### src/rtl/booth_seq_mult.sv
// Sequential radix-4 Booth signed multiplier.
// One Booth digit per cycle through a shared decoder and adder.
module booth_seq_mult #(
  parameter int WIDTH = 8
) (
  input  logic               clk,
  input  logic               rst_n,
  input  logic               in_valid,
  output logic               in_ready,
  input  logic [WIDTH-1:0]   A,
  input  logic [WIDTH-1:0]   B,
  output logic               out_valid,
  input  logic               out_ready,
  output logic [2*WIDTH-1:0] P,
  output logic               busy
);

  localparam int N  = WIDTH / 2;
  localparam int PW = 2 * WIDTH;
  localparam int CW = (N > 1) ? $clog2(N) : 1;

  localparam logic [1:0] IDLE = 2'd0;
  localparam logic [1:0] RUN  = 2'd1;
  localparam logic [1:0] DONE = 2'd2;

  localparam logic [CW-1:0] LAST = CW'(N - 1);

  logic [1:0]       state;
  logic [WIDTH-1:0] a_reg;
  logic [WIDTH-1:0] b_reg;
  logic [PW-1:0]    acc;
  logic [CW-1:0]    cnt;

  logic [WIDTH:0]   b_ext;
  logic [2:0]       code;
  logic [PW-1:0]    a_sx;
  logic [PW-1:0]    mult;
  logic [PW-1:0]    pp;

  // Multiple built at full product width so -2A stays exact for A = min.
  always_comb begin
    b_ext = {b_reg, 1'b0};
    code  = 3'(b_ext >> {cnt, 1'b0});
    a_sx  = {{WIDTH{a_reg[WIDTH-1]}}, a_reg};
    mult  = '0;
    unique case (code)
      3'b001, 3'b010: mult = a_sx;
      3'b011:         mult = a_sx << 1;
      3'b100:         mult = -(a_sx << 1);
      3'b101, 3'b110: mult = -a_sx;
      default:        mult = '0;
    endcase
    pp = mult << {cnt, 1'b0};
  end

  always_ff @(posedge clk) begin
    if (!rst_n) begin
      state <= IDLE;
      a_reg <= '0;
      b_reg <= '0;
      acc   <= '0;
      cnt   <= '0;
    end else begin
      unique case (state)
        IDLE: begin
          if (in_valid) begin
            a_reg <= A;
            b_reg <= B;
            acc   <= '0;
            cnt   <= '0;
            state <= RUN;
          end
        end
        RUN: begin
          acc <= acc + pp;
          cnt <= cnt + 1'b1;
          if (cnt == LAST)
            state <= DONE;
        end
        DONE: begin
          if (out_ready)
            state <= IDLE;
        end
        default: state <= IDLE;
      endcase
    end
  end

  assign in_ready  = (state == IDLE);
  assign out_valid = (state == DONE);
  assign busy      = (state != IDLE);
  assign P         = acc;

endmodule

### config.mk
export PLATFORM = sky130hd
export DESIGN_NAME = booth_seq_mult
export DESIGN_NICKNAME = d
export VERILOG_FILES = /design/src/rtl/booth_seq_mult.sv
export SDC_FILE = /design/constraint.sdc
export NUM_CORES = 1
export LEC_CHECK = 0
export BUFFER_PORTS_ARGS = -buffer_cell sky130_fd_sc_hd__buf_4
export CAP_MARGIN = 10
export CORE_MARGIN = 2
export CORE_UTILIZATION = 50
export DETAILED_ROUTE_END_ITERATION = 6
export GPL_TIMING_DRIVEN = 1
export PLACE_DENSITY = 0.71
export SETUP_SLACK_MARGIN = 0.2
export SKIP_LAST_GASP = 1
export SLEW_MARGIN = 5
export SYNTH_ARGS = -nofsm -noshare
export SYNTH_HDL_FRONTEND = slang
export SYNTH_SLANG_ARGS = --single-unit
### constraint.sdc
create_clock -name clk -period 4.9 [get_ports clk]
set_input_delay 0.245 -clock clk [delete_from_list [all_inputs] [get_ports clk]]
set_output_delay 0.245 -clock clk [all_outputs]
set_load 0.01 [all_outputs]
; ---- Yosys cells after proc, flatten, opt, wreduce, memory -nomap -nowiden
; Index checks and enable logic that the tools add are counted.
; W data, S select, Z words.
[classes]
div = 0
n_mux = 9
multipliers = 0
magnitude_cmp = 0
eq_ne = 12
bitwise = 0
add_sub_neg = 4
n_reduce_logical = 8
shift = 2
[op_table]
columns = op, count
row1 = $pmux W16 S4, 1
row2 = $neg A16 Y16, 2
row3 = $pmux W16 S2, 1
row4 = $add A16 B16 Y16, 1
row5 = $mux W16, 1
row6 = $shl A16 B3 Y16, 1
row7 = $eq A3 B3 Y1 const B, 3
row8 = $shr A9 B3 Y3, 1
row9 = $mux W2, 4
row10 = $eq A3 B2 Y1 const B, 2
row11 = $pmux W2 S3, 1
row12 = $eq A2 B2 Y1 const B, 2
row13 = $ne A2 B2 Y1 const B, 2
row14 = $pmux W2 S2, 1
row15 = $reduce_and A2 Y1, 2
row16 = $reduce_bool A2 Y1, 2
row17 = $reduce_or A2 Y1, 2
row18 = $eq A3 B1 Y1 const B, 1
row19 = $reduce_and A3 Y1, 1
row20 = $add A2 B1 Y2 const B, 1
row21 = $eq A2 B1 Y1 const B, 1
row22 = $logic_not A2 Y1, 1
row23 = $ne A2 B1 Y1 const B, 1
[word_totals]
wordCells = 40
ramBits = 0
ff_bits = 36
inputBits = 20
latchBits = 0
memories = 0
mem_bits_ro = 0
output_inout_bits = 19

; ---- Logic depth before layout (Yosys ltp)
[logic_depth]
ltp_word = 7
ltp_mapped = 18
mapped_depth_nobuf = 17

; ---- Worst setup path after synthesis
; OpenSTA, ideal clock, no wires.
[synth_timing]
kind = reg2reg
startpoint = register a_reg[2]
endpoint = register acc[15], in the netlist P[15]
setup_ps = 117
required_ps = 4783
synth_period_minus_slack_ps = 3966
path_buffers = 1
stages_incl_launch_ff = 18
arrival_ps = 3850
slack_ps = 934
cell_sequence = dfxtp_1 buf_2 or4_4 or2_2 ha_1 o21ai_0 a21oi_1 o221ai_2 mux2i_1 a21oi_1 ha_1 a21o_1 a221o_1 a31oi_1 o31ai_1 xnor2_1 o21bai_1 a22o_1
[synth_via]
elab_chain_cells = 5
word_cells_on_any_way = 6
classes_between = add/sub: 3 / shift: 1 / mux: 2
[synth_lines]
columns = item, line_no
row1 = "start, declared", 29  ; logic [WIDTH-1:0] a_reg;
row2 = "start signal, assigned", 59  ; a_reg <= '0;
row3 = "start signal, assigned", 67  ; a_reg <= A;
row4 = $neg A16 Y16 (on tied branches), "50, 49"
row5 = $pmux W16 S4 *, 46  ; unique case (code)
row6 = $shl A16 B3 Y16 *, 53  ; pp = mult << {cnt, 1'b0};
row7 = $add A16 B16 Y16 *, 75  ; acc <= acc + pp;
row8 = $pmux W16 S2 *, 64  ; unique case (state)
row9 = "end signal, assigned", 75
row10 = "end, declared", 31  ; logic [PW-1:0] acc;
; Mark *: on every way between the ends. The rest lies on a longest branch, timed or not.
; A chain may end at the register's enable or synchronous reset.

; ---- Worst setup path in the final report
[layout_timing]
startpoint = register a_reg[0]
endpoint = register acc[15], in the netlist P[15]
; The elaborated chain is that of the path after synthesis.

==> results.yml <==
synthesis:
  synth_top_family_by_area: "compound AO/OA/AOI/OAI gates"
  synth-seq-cells: 36
  synth-simple-area-share: 0.223
  syn_avg_cell_area_um2: 7.87
  synth_flop_cell: "dfxtp_1"
  yosys.area_share.adder: 0.0857
  netlist_area_um2: 3010
  synth-xor-area-share: 0.0574
  postSynthCellCount: 382
  yosysSeqAreaShare: 0.240
  synth_warnings: 0
  synth_edf_count: 0
  async_flop_share: 0
  synth_nets: 422
  synth.distinct_cells: 68
  synth_compound_area_frac: 0.276
  synthMuxAreaShare: 0.0666
drt:
  via_per_inst: 5.73
  remaining_drc_errors: 0
  drtIter0Drc: 229
  drt_pass1_iterations: 4
  ant_nets: 0
  wl_um: 7120
  vias: 2785
  wl_per_cell_um: 14.6
place:
  io_buffers: 38
  dpl.cell_count: 478
  gp_congestion: 0.886
  post_dp_cell_area_um2: 3330
  dp_hpwl_um: 5350
  dp_slack_ns: 0.377
critical_path:
  crit_path_max_incr_delay_ns: 0.62
  timing_worst_setup_path_type: "reg -> reg"
  crit_required_ns: 5.09
  slowest_stage: "or4_4"
  crit_path_end_kind: "register"
  critPathTopFamily: "compound AO/OA/AOI/OAI gates"
  worstPathCellList: "or4_4 -> or2_2 -> ha_1 -> o21ai_1 -> a21oi_1 -> o221ai_2 -> mux2i_1 -> a21oi_1 -> ha_1 -> and3_1 -> a221o_1 -> a31oi_2 -> o31ai_1 -> xnor2_1 -> o21bai_1 -> a22o_1"
  arrival_ns: 4.61
  cp_max_fo: 8
  critical_path_buf_inv_count: 0
  critical_path.startpoint_type: "register"
clocking:
  cts_tree: "yes"
  cts_max_level: 2
  clock_sinks: 36
  postCtsSetupBuffers: 0
  clk_latency_ns: 0.29
  cts_buffers: 5
  root_buffer: "clkbuf_8"
  cts.path.max_buffers: 2
  cts.clk_slew.worst_paths_ns: 0.08
timing:
  period_needed_ns: 4.42
  final-hold-violation-count: 0
  rsz0062_at_grt: "false"
  slew_viol_final: 0
  fmaxAchievable_mhz: 226
  finalSetupViolCount: 0
  post-route-period-util: 0.902
  final.setup.tns_ns: 0
  slew_headroom: 0.489
  fin_ws_ns: 0.479
  worst_pin_slew_ns: 0.766
  skew_ns: 0.00803
  hold_ws_ns: 0.211
finish:
  fin_cells: 486
  drive_above_1_share: 0.178
  diodes: 0
  largest_register_ffs: 16
  nNetsFinal: 450
  utilization: 0.586
  area_delta_synth_final_pct: 13.9
  fin_area_um2: 3430
global_route:
  track_usage: 0.231
  grt_pass1_wl_um: 12100
  antenna_found_initial: 0
  grt_overflow: 0
  grt_max_degree: 33
  grt_pass1_vias: 2560
floorplanning:
  io_pins: 39
  die_w_um: 81.6
  die_y_um: 81.6
  std_cell_rows: 28
  core-area_um2: 5850
  start_util: 0.514
  die_area_um2: 6650
power:
  ir_worst_vdd_v: 0.000189
  power_density_nw_per_um2: 232
  p_leak_nw: 1.49
  p_total_uw: 794
job:
  maxCapViolCount: 0
status:
  outcome: "completed"
hold_path:
  hp-class: "in -> reg"
==> what timing repair did <==
action / 4_1_cts / 5_1_grt
resized for setup: 0 / 2
setup endpoints to repair: 0 / 1
hold buffers: 0 / 0
hold endpoints to repair: 0 / 0
==> path summary, 6_finish.rpt <==
path,startpoint,to,slack [ns],cells past startpoint
worst min-delay path,B[0],b_reg[0]$_SDFFE_PN0P_,0.21,3
worst min register to register,b_reg[6]$_SDFFE_PN0P_,b_reg[6]$_SDFFE_PN0P_,0.46,2
worst max-delay path,a_reg[0]$_SDFFE_PN0P_,P[15]$_SDFFE_PN0P_,0.48,16
worst max register to register,a_reg[0]$_SDFFE_PN0P_,P[15]$_SDFFE_PN0P_,0.48,16
==> cell usage in the layout, fill, tap and decap left out, types with 8 or more instances in the layout <==
cell,netlist,routed
ha_1,19,19
nor2_1,18,18
and2_1,10,10
nand2b_1,8,8
xnor2_1,9,9
nand2_1,61,61
o21ai_0,23,22
buf_4,1,43
dfxtp_1,36,36
a21oi_1,8,8
a21boi_0,20,20
inv_1,14,14
nand3_1,17,17
==> cell families (layout without fill, tap and decap cells) <==
family | Yosys count | in the layout
AND/OR/NAND/NOR | 140 | 140
XOR/XNOR | 18 | 18
multiplexers | 16 | 16
adder cells (fa/ha/maj) | 20 | 20
AO/OA/AOI/OAI | 115 | 115
flip-flops | 36 | 36
buffers and inverters | 37 | 66
==> tightest hold or removal path: cells and delay by family <==
family,cells,cell delay [ns]
AOI/OAI and AO/OA,1,0.06
buffers and inverters,1,0.11
and+or+nand+nor,1,0.04
==> power breakdown <==
part / leakage (nW) / internal (mW) / switching [mW]
Clock: 0.0445 / 0.114 / 0.113
Sequential: 0.293 / 0.307 / 0.0174
Combinational: 1.15 / 0.106 / 0.136
==> cell usage after synthesis (2+ instances only) <==
cell,number,area share
a21boi_0,20,0.050
o21bai_1,4,0.010
a211oi_1,5,0.012
buf_2,4,0.0067
a221o_1,2,0.0067
inv_1,14,0.017
o31ai_1,4,0.010
o211ai_1,3,0.0075
mux2_2,5,0.019
a31oi_1,6,0.012
mux2i_1,7,0.023
nor2b_1,5,0.010
nand2_1,61,0.076
a22o_1,2,0.0058
and2_1,10,0.021
xor2_1,7,0.020
a21o_1,7,0.017
nand2b_1,8,0.017
nor2_1,18,0.022
o221ai_1,2,0.0058
buf_1,3,0.0037
nor4_1,3,0.0062
nor3_1,4,0.0067
a21oi_2,2,0.0058
mux4_2,2,0.015
ha_1,19,0.079
dfxtp_1,36,0.24
clkbuf_1,13,0.016
o21ai_1,5,0.0083
nand3_1,17,0.028
and3_1,6,0.012
o21ai_0,23,0.038
a32oi_1,2,0.0058
o21a_1,3,0.0075
xnor2_2,2,0.011
xnor2_1,9,0.026
a21oi_1,8,0.013
==> final cells by class <==
class | count | area [um2]
clock inverters | 1 | 7.51
fillers | 540 | 2420
clock buffers | 7 | 86.3
flip-flops and latches | 36 | 721
well taps | 75 | 93.8
repair buffers | 43 | 323
inverters | 15 | 56.3
multi-input cells | 309 | 2140
==> routing by layer <==
layer / vias to the layer above / GRT usage / wire [um]
met4: 0 / 0.0746 / 142
met3: 16 / 0.0429 / 278
li1: 1429 / - / -
met1: 1283 / 0.312 / 3510
met5: - / 0 / 0
met2: 57 / 0.372 / 3180
Note: power is estimated with default switching activity, not from simulation.
